===== config.mk =====
export PLATFORM = sky130hd
export DESIGN_NAME = clock_mode_controller
export DESIGN_NICKNAME = d
export VERILOG_FILES = /design/src/rtl/clock_mode_controller.sv
export SDC_FILE = /design/constraint.sdc
export NUM_CORES = 1
export LEC_CHECK = 0
export CELL_PAD_IN_SITES_DETAIL_PLACEMENT = 1
export CELL_PAD_IN_SITES_GLOBAL_PLACEMENT = 1
export CORE_ASPECT_RATIO = 0.75
export CORE_MARGIN = 2
export CORE_UTILIZATION = 25
export DETAILED_ROUTE_END_ITERATION = 8
export GPL_TIMING_DRIVEN = 0
export PLACE_DENSITY_LB_ADDON = 0.1
export SYNTH_ARGS = -nofsm -noshare
export SYNTH_HDL_FRONTEND = slang
export SYNTH_SLANG_ARGS = --single-unit

===== constraint.sdc =====
create_clock -name clock -period 2.3 [get_ports clock]
set_input_delay 0.46 -clock clock [delete_from_list [all_inputs] [get_ports clock]]
set_output_delay 0.46 -clock clock [all_outputs]
set_load 0.03 [all_outputs]

===== src/rtl/clock_mode_controller.sv =====
// clock_mode_controller
//   Control and sequencing for the HH:MM clock datapath. Conditions the two raw
//   push-buttons (two-flop sync, debounce, rising-edge detect, auto-repeat),
//   owns the RUN / ADJ_MIN / ADJ_HOUR mode state machine, generates the seconds
//   enable, routes single-cycle increment strobes to the minute or hour counters,
//   and drives the per-digit blink masks and the colon dot.
//
// Ports
//   clock        in   system clock, all logic on the rising edge
//   reset        in   synchronous, active-low
//   adv_btn_raw  in   raw advance-mode button (asynchronous, active-high)
//   inc_btn_raw  in   raw increment button (asynchronous, active-high)
//   mode         out  0=RUN, 1=ADJ_MIN, 2=ADJ_HOUR
//   sec_tick     out  one-cycle seconds enable, RUN only
//   clr_sec      out  one-cycle pulse on RUN -> ADJ_MIN
//   inc_min      out  one-cycle minute increment (ADJ_MIN only)
//   inc_hour     out  one-cycle hour increment (ADJ_HOUR only)
//   blink_mask   out  per-digit blank request {hour tens, hour units, min tens, min units}
//   dot          out  colon segment
module clock_mode_controller #(
    parameter int TICK_DIV        = 50000000,
    parameter int DEBOUNCE_CYCLES = 1000000,
    parameter int REPEAT_START    = 25000000,
    parameter int REPEAT_PERIOD   = 10000000,
    parameter int BLINK_HALF      = 12500000
) (
    input  logic       clock,
    input  logic       reset,
    input  logic       adv_btn_raw,
    input  logic       inc_btn_raw,
    output logic [1:0] mode,
    output logic       sec_tick,
    output logic       clr_sec,
    output logic       inc_min,
    output logic       inc_hour,
    output logic [3:0] blink_mask,
    output logic       dot
);

    localparam logic [1:0] MODE_RUN      = 2'd0;
    localparam logic [1:0] MODE_ADJ_MIN  = 2'd1;
    localparam logic [1:0] MODE_ADJ_HOUR = 2'd2;

    localparam int DB_W   = (DEBOUNCE_CYCLES > 1) ? $clog2(DEBOUNCE_CYCLES) : 1;
    localparam int TD_W   = (TICK_DIV > 1) ? $clog2(TICK_DIV) : 1;
    localparam int BL_W   = (BLINK_HALF > 1) ? $clog2(BLINK_HALF) : 1;
    localparam int HOLD_W = $clog2(REPEAT_START + REPEAT_PERIOD);

    // Index 0 = advance button, index 1 = increment button.
    logic [1:0] raw_btn;
    logic [1:0] rise;
    logic [1:0] warm_reg;
    logic       inc_level;

    assign raw_btn = {inc_btn_raw, adv_btn_raw};

    // Marks when the synchronizer outputs carry real post-reset samples, so a
    // button's "released" state is judged on true pin values, not cleared flops.
    always_ff @(posedge clock) begin
        if (!reset) warm_reg <= 2'b00;
        else        warm_reg <= {warm_reg[0], 1'b1};
    end

    genvar gi;
    generate
        for (gi = 0; gi < 2; gi++) begin : g_btn
            logic            sync1_reg;
            logic            sync2_reg;
            logic            deb_reg;
            logic            deb_prev_reg;
            logic            lock_reg;
            logic [DB_W-1:0] deb_cnt_reg;

            always_ff @(posedge clock) begin
                if (!reset) begin
                    sync1_reg    <= 1'b0;
                    sync2_reg    <= 1'b0;
                    deb_reg      <= 1'b0;
                    deb_prev_reg <= 1'b0;
                    deb_cnt_reg  <= '0;
                    lock_reg     <= 1'b1;
                end else begin
                    sync1_reg    <= raw_btn[gi];
                    sync2_reg    <= sync1_reg;
                    deb_prev_reg <= deb_reg;
                    if (sync2_reg == deb_reg) begin
                        deb_cnt_reg <= '0;
                    end else if (deb_cnt_reg == DB_W'(DEBOUNCE_CYCLES - 1)) begin
                        deb_reg     <= sync2_reg;
                        deb_cnt_reg <= '0;
                    end else begin
                        deb_cnt_reg <= deb_cnt_reg + 1'b1;
                    end
                    // A button held through reset stays locked until it has
                    // been seen released; its debounced rise is not an event.
                    if (lock_reg && warm_reg[1] && !sync2_reg && !deb_reg)
                        lock_reg <= 1'b0;
                end
            end

            assign rise[gi] = deb_reg & ~deb_prev_reg & ~lock_reg;
        end
    endgenerate

    assign inc_level = g_btn[1].deb_reg;

    logic              adv_rise;
    logic              inc_rise;
    logic [1:0]        mode_reg, mode_next;
    logic              sec_tick_reg, clr_sec_reg, inc_min_reg, inc_hour_reg, dot_reg;
    logic [3:0]        blink_mask_reg, blink_mask_next;
    logic [TD_W-1:0]   presc_reg, presc_next;
    logic              tick_next;
    logic [BL_W-1:0]   blink_cnt_reg, blink_cnt_next;
    logic              phase_reg, phase_next;
    logic [HOLD_W-1:0] hold_cnt_reg;
    logic              hold_active_reg;
    logic              repeat_fire;
    logic              inc_fire;
    logic              run_steady;

    assign adv_rise = rise[0];
    assign inc_rise = rise[1];

    always_comb begin
        mode_next = mode_reg;
        if (adv_rise) begin
            case (mode_reg)
                MODE_RUN:     mode_next = MODE_ADJ_MIN;
                MODE_ADJ_MIN: mode_next = MODE_ADJ_HOUR;
                default:      mode_next = MODE_RUN;
            endcase
        end
    end

    // Auto-repeat fires at hold count REPEAT_START; the counter then cycles
    // through REPEAT_START..REPEAT_START+REPEAT_PERIOD-1 so it hits the fire
    // value once per period without needing a modulo.
    assign repeat_fire = hold_active_reg && inc_level &&
                         (hold_cnt_reg == HOLD_W'(REPEAT_START));
    // A mode change in the same cycle wins over any increment.
    assign inc_fire    = (inc_rise || repeat_fire) && !adv_rise;

    always_ff @(posedge clock) begin
        if (!reset) begin
            hold_active_reg <= 1'b0;
            hold_cnt_reg    <= '0;
        end else if (adv_rise || !inc_level) begin
            hold_active_reg <= 1'b0;
            hold_cnt_reg    <= '0;
        end else if (inc_rise) begin
            hold_active_reg <= 1'b1;
            hold_cnt_reg    <= '0;
        end else if (hold_active_reg) begin
            if (hold_cnt_reg == HOLD_W'(REPEAT_START + REPEAT_PERIOD - 1))
                hold_cnt_reg <= HOLD_W'(REPEAT_START);
            else
                hold_cnt_reg <= hold_cnt_reg + 1'b1;
        end
    end

    // The prescaler only runs while RUN is both the current and next mode, so
    // it is parked at 0 on the entry edge and the first tick is a full period on.
    assign run_steady = (mode_reg == MODE_RUN) && (mode_next == MODE_RUN);

    always_comb begin
        presc_next = '0;
        tick_next  = 1'b0;
        if (run_steady) begin
            if (presc_reg == TD_W'(TICK_DIV - 1)) tick_next = 1'b1;
            else                                  presc_next = presc_reg + 1'b1;
        end
    end

    always_comb begin
        blink_cnt_next = blink_cnt_reg + 1'b1;
        phase_next     = phase_reg;
        if (mode_next == MODE_RUN || adv_rise || inc_level) begin
            blink_cnt_next = '0;
            phase_next     = 1'b0;
        end else if (blink_cnt_reg == BL_W'(BLINK_HALF - 1)) begin
            blink_cnt_next = '0;
            phase_next     = ~phase_reg;
        end
    end

    always_comb begin
        blink_mask_next = 4'b0000;
        if (phase_next) begin
            if (mode_next == MODE_ADJ_MIN)  blink_mask_next = 4'b0011;
            if (mode_next == MODE_ADJ_HOUR) blink_mask_next = 4'b1100;
        end
    end

    always_ff @(posedge clock) begin
        if (!reset) begin
            mode_reg       <= MODE_RUN;
            sec_tick_reg   <= 1'b0;
            clr_sec_reg    <= 1'b0;
            inc_min_reg    <= 1'b0;
            inc_hour_reg   <= 1'b0;
            blink_mask_reg <= 4'b0000;
            dot_reg        <= 1'b1;
            presc_reg      <= '0;
            blink_cnt_reg  <= '0;
            phase_reg      <= 1'b0;
        end else begin
            mode_reg       <= mode_next;
            sec_tick_reg   <= tick_next;
            clr_sec_reg    <= adv_rise && (mode_reg == MODE_RUN);
            inc_min_reg    <= inc_fire && (mode_reg == MODE_ADJ_MIN);
            inc_hour_reg   <= inc_fire && (mode_reg == MODE_ADJ_HOUR);
            blink_mask_reg <= blink_mask_next;
            presc_reg      <= presc_next;
            blink_cnt_reg  <= blink_cnt_next;
            phase_reg      <= phase_next;
            if (mode_next != MODE_RUN) dot_reg <= 1'b1;
            else if (tick_next)        dot_reg <= ~dot_reg;
        end
    end

    assign mode       = mode_reg;
    assign sec_tick   = sec_tick_reg;
    assign clr_sec    = clr_sec_reg;
    assign inc_min    = inc_min_reg;
    assign inc_hour   = inc_hour_reg;
    assign blink_mask = blink_mask_reg;
    assign dot        = dot_reg;

endmodule


==> summary.md <==
| Metric | Value |
|---|---|
| Setup TNS | `0 ns` |
| Clk pwr share | `52.7%` |
| Reg2Reg Capture Point | `presc_reg[23]` |
| Register-to-register setup slack | `0.16 ns` |
| Met2 usage | `19.3%` |
| Final min period | `2.14 ns` |
| Clock skew | `0.00819 ns` |
| Reg2Reg Depth | `7` |
| Worst-path clk slew | `0.06 ns` |
| Setup WS pre-CTS | `-0.425 ns` |
| Worst rel slew slack | `41.2%` |
| Design Power | `5.25 mW` |
| # diodes | `0` |
| Share of layout cells above drive strength 1 | `8.13%` |
| Peak VDD IR | `0.000508 V` |
| Seq/Total Area, Yosys | `46.6%` |
| GPL Wtd Cong | `0.751` |
| Worst Path Required | `2.62 ns` |
| Post-Syn Instances | `665` |
| Hold path startpoint | `g_btn[1].sync1_reg` |
| Crit-path max FO | `10` |
| EDFF count, synth | `0` |
| Mapped cell area | `5970 um^2` |
| Most used routing layer | `met2` |
| Syn_area_per_cell | `8.98 um^2` |
| Die height | `138 um` |
| Number of distinct library cells after synthesis | `44` |
| Yosys warnings | `0` |
| Initial core utilization | `25.7%` |
| Post-DP HPWL | `10,100 um` |
| ANT nets after route | `0` |
| Fin util | `30.6%` |
| Startpoint types | `register` |
| Vias per inst | `4.50` |
| Max-slew violations | `0` |
| Hold Crit Depth | `1` |
| Hold EP | `g_btn[1].sync2_reg` |
| Fraction of registers with async set/reset | `0%` |
| Drt total wl | `14,100 um` |
| Switching pwr | `1.15 mW` |
| CTS root buf | `clkbuf_16` |
| Die Outline Area | `25,200 um^2` |
| All-Layer GR Usage | `12.2%` |
| Remaining DRCs | `0` |
| Setup crit end kind | `register` |
| H-tree Lvls | `4` |
| Ys flop type | `dfxtp_1` |
| Worst flop-to-flop path startpoint | `presc_reg[0]` |
| Syn_nets | `675` |
| Average wire per standard cell | `13.9 um` |
| CTS tree | `built` |
| Vias in the first global route | `4,723` |
| Initial DRC count | `160` |
| TritonCTS Sinks | `139` |
| Clk_lat worst skew | `0.42 ns` |
| Core Area | `23,200 um^2` |
| Largest net degree at the start of global routing | `17` |
| I/O pin total | `15` |
| Worst Path Arrival | `2.45 ns` |
| Grt total ovfl | `0` |
| Status | `finished clean` |
| Fin nets | `710` |
| Count of final setup violators | `0` |
| Static Leakage | `2.32 nW` |
| Final worst-path setup slack | `0.164 ns` |
| Flop pwr share | `46.3%` |
| RSZ-0062 raised after global routing | `no` |
| Chip width | `183 um` |
| First-pass GRT wire length | `24,100 um` |
| Site row count | `48` |
| Cts bufs inserted | `17` |
| Slew @ Worst Pin | `0.875 ns` |
| Sw Share | `21.8%` |
| Max reg flops | `40` |
| Hold crit path type | `reg -> reg` |
| Max_cap viols | `0` |
| Kind of critical path | `reg -> reg` |
| Initial antenna violation count | `0` |
| Clock Path Buffers | `2` |
| Pre-Repair DR Iteration Count | `4` |
| Final hold violations | `0` |
| IO Port Bufs | `14` |
| Fillers | `2,669` |
| Vias | `4,560` |
| #FFs+latches synth | `139` |
| GR Util met3 | `3.23%` |
| Max Fclk | `468 MHz` |
| Gate power share | `1.0%` |
| Synthesis-to-finish area growth | `19.1%` |
| Global routing usage on met1 | `16.1%` |
| Final worst-path cycle share | `92.9%` |
| Internal Pwr Total | `4.11 mW` |
| Pwr/cell area | `738 nW/um^2` |
[Yosys cell counts, types with 2 or more instances]
master    number  area share (%)
a21oi_1       10            0.84
and2_1        10             1.0
and3_1        16             1.7
and4_1        13             1.9
buf_2          4            0.34
buf_4          3            0.38
buf_6          4            0.75
clkbuf_1       9            0.57
dfxtp_1      139              47
ha_1           6             1.3
inv_1         16             1.0
mux2i_1        5            0.84
nand2_1       46             2.9
nand2b_1       2            0.21
nand3_1       45             3.8
nand3b_1       3            0.38
nand4_1       25             2.6
nand4_2        2            0.42
nor2_1       133             8.4
nor2b_1        4            0.42
nor3_1        10            0.84
nor3b_1        2            0.25
nor4_1        13             1.4
nor4_2         3            0.63
nor4b_1        9             1.3
nor4bb_1       2            0.34
o21ai_0        2            0.17
or2_1          2            0.21
or3_1          3            0.31
or4_1          2            0.25
or4b_1         3            0.50
xnor2_1       45             6.6
xor2_1        63             9.2
[through the flow]
stage | std cells | instance area, um^2 | hold slack [ns]
final | 1013 | 7120 | 0.436
after global routing | 1013 | 7120 | 0.477
after CTS | 1011 | 7090 | 0.438
after detailed placement | 979 | 6490 | 0.420
after global placement | 979 | 6490 | 0.422
after floorplan | 665 | 5970 | 0.412
[cell type report]
class                   instances  area (um^2)  area share, %
well taps                     300          375           5.27
repair buffers                 16          155           2.18
clock inverters                12          141           1.99
plain buffers                  20          124           1.74
clock buffers                  20          457           6.42
flip-flops and latches        139         2780           39.1
multi-input cells             490         3020           42.5
inverters                      16         60.1          0.844
[power by group through the flow]
stage	sequential (mW)	combinational [mW]	clock (mW)
detailed placement	2.49	0.0556	0
CTS	2.43	0.0554	2.87
global route	2.43	0.0633	3.00
global placement	2.49	0.0548	0
floorplan	2.48	0.0362	0
finish	2.43	0.0537	2.77
[routing by layer]
metal  vias up  wire length (um)  part of all wire [%]
li1       2321                 -                     -
met5         -                 0                     0
met3        14               363                   2.6
met1      2196              7230                    51
met4         0               178                   1.3
met2        29              6290                    45
[layout by cell type, fill, tap and decap left out, types with 5 or more instances in the layout]
| master | instances |
|---|---|
| and2_1 | 10 |
| xnor2_1 | 45 |
| dfxtp_1 | 139 |
| clkbuf_16 | 17 |
| and4_1 | 13 |
| clkdlybuf4s50_1 | 14 |
| nand4_1 | 25 |
| buf_4 | 5 |
| xor2_1 | 63 |
| nand3_1 | 45 |
| clkbuf_1 | 8 |
| mux2i_1 | 5 |
| nor4_1 | 12 |
| nand2_1 | 46 |
| inv_1 | 16 |
| nor4b_1 | 9 |
| clkinv_4 | 6 |
| nor3_1 | 10 |
| nor2_1 | 133 |
| a21oi_1 | 10 |
| ha_1 | 6 |
| and3_1 | 16 |
[repair_timing]
action	4_1_cts	5_1_grt
setup buffers	0	2
hold buffers	0	0
endpoints found under the hold margin	0	0
resized for setup	0	6
setup endpoints to repair	0	22
[worst max-delay path by stage]
stage | start | to | slack (ns) | cells past startpoint
2_1_floorplan | presc_reg[0] | presc_reg[6] | 0.41 | 7
3_3_place_gp | reset | dot | -0.47 | 6
5_1_grt | g_btn[1].deb_cnt_reg[0] | g_btn[1].deb_cnt_reg[16] | 0.01 | 7
4_1_cts | reset | dot | 0.02 | 6
3_5_place_dp | reset | dot | -0.42 | 6
6_report | presc_reg[0] | presc_reg[23] | 0.16 | 7
[logic make-up (layout without fill, tap and decap cells)]
kind of cell,Yosys count,in the layout,synth area share (%)
muxes,5,5,0.838
AOI/OAI and AO/OA,17,17,1.63
xor gates and xnor gates,108,108,15.8
buffers and inverters,36,84,3.04
DFF,139,139,46.6
adders and majority gates,6,6,1.26
and+or+nand+nor,354,354,30.8
[critical path, cell delays in order, from the launching register on]
cell	delay (ns)
dfxtp_1	0.40
ha_1	0.24
nand2_1	0.16
or2_1	0.31
or4_4	0.55
nand2_4	0.15
buf_6	0.16
nor2_1	0.05
No activity file was read; power rests on OpenSTA's default activity.
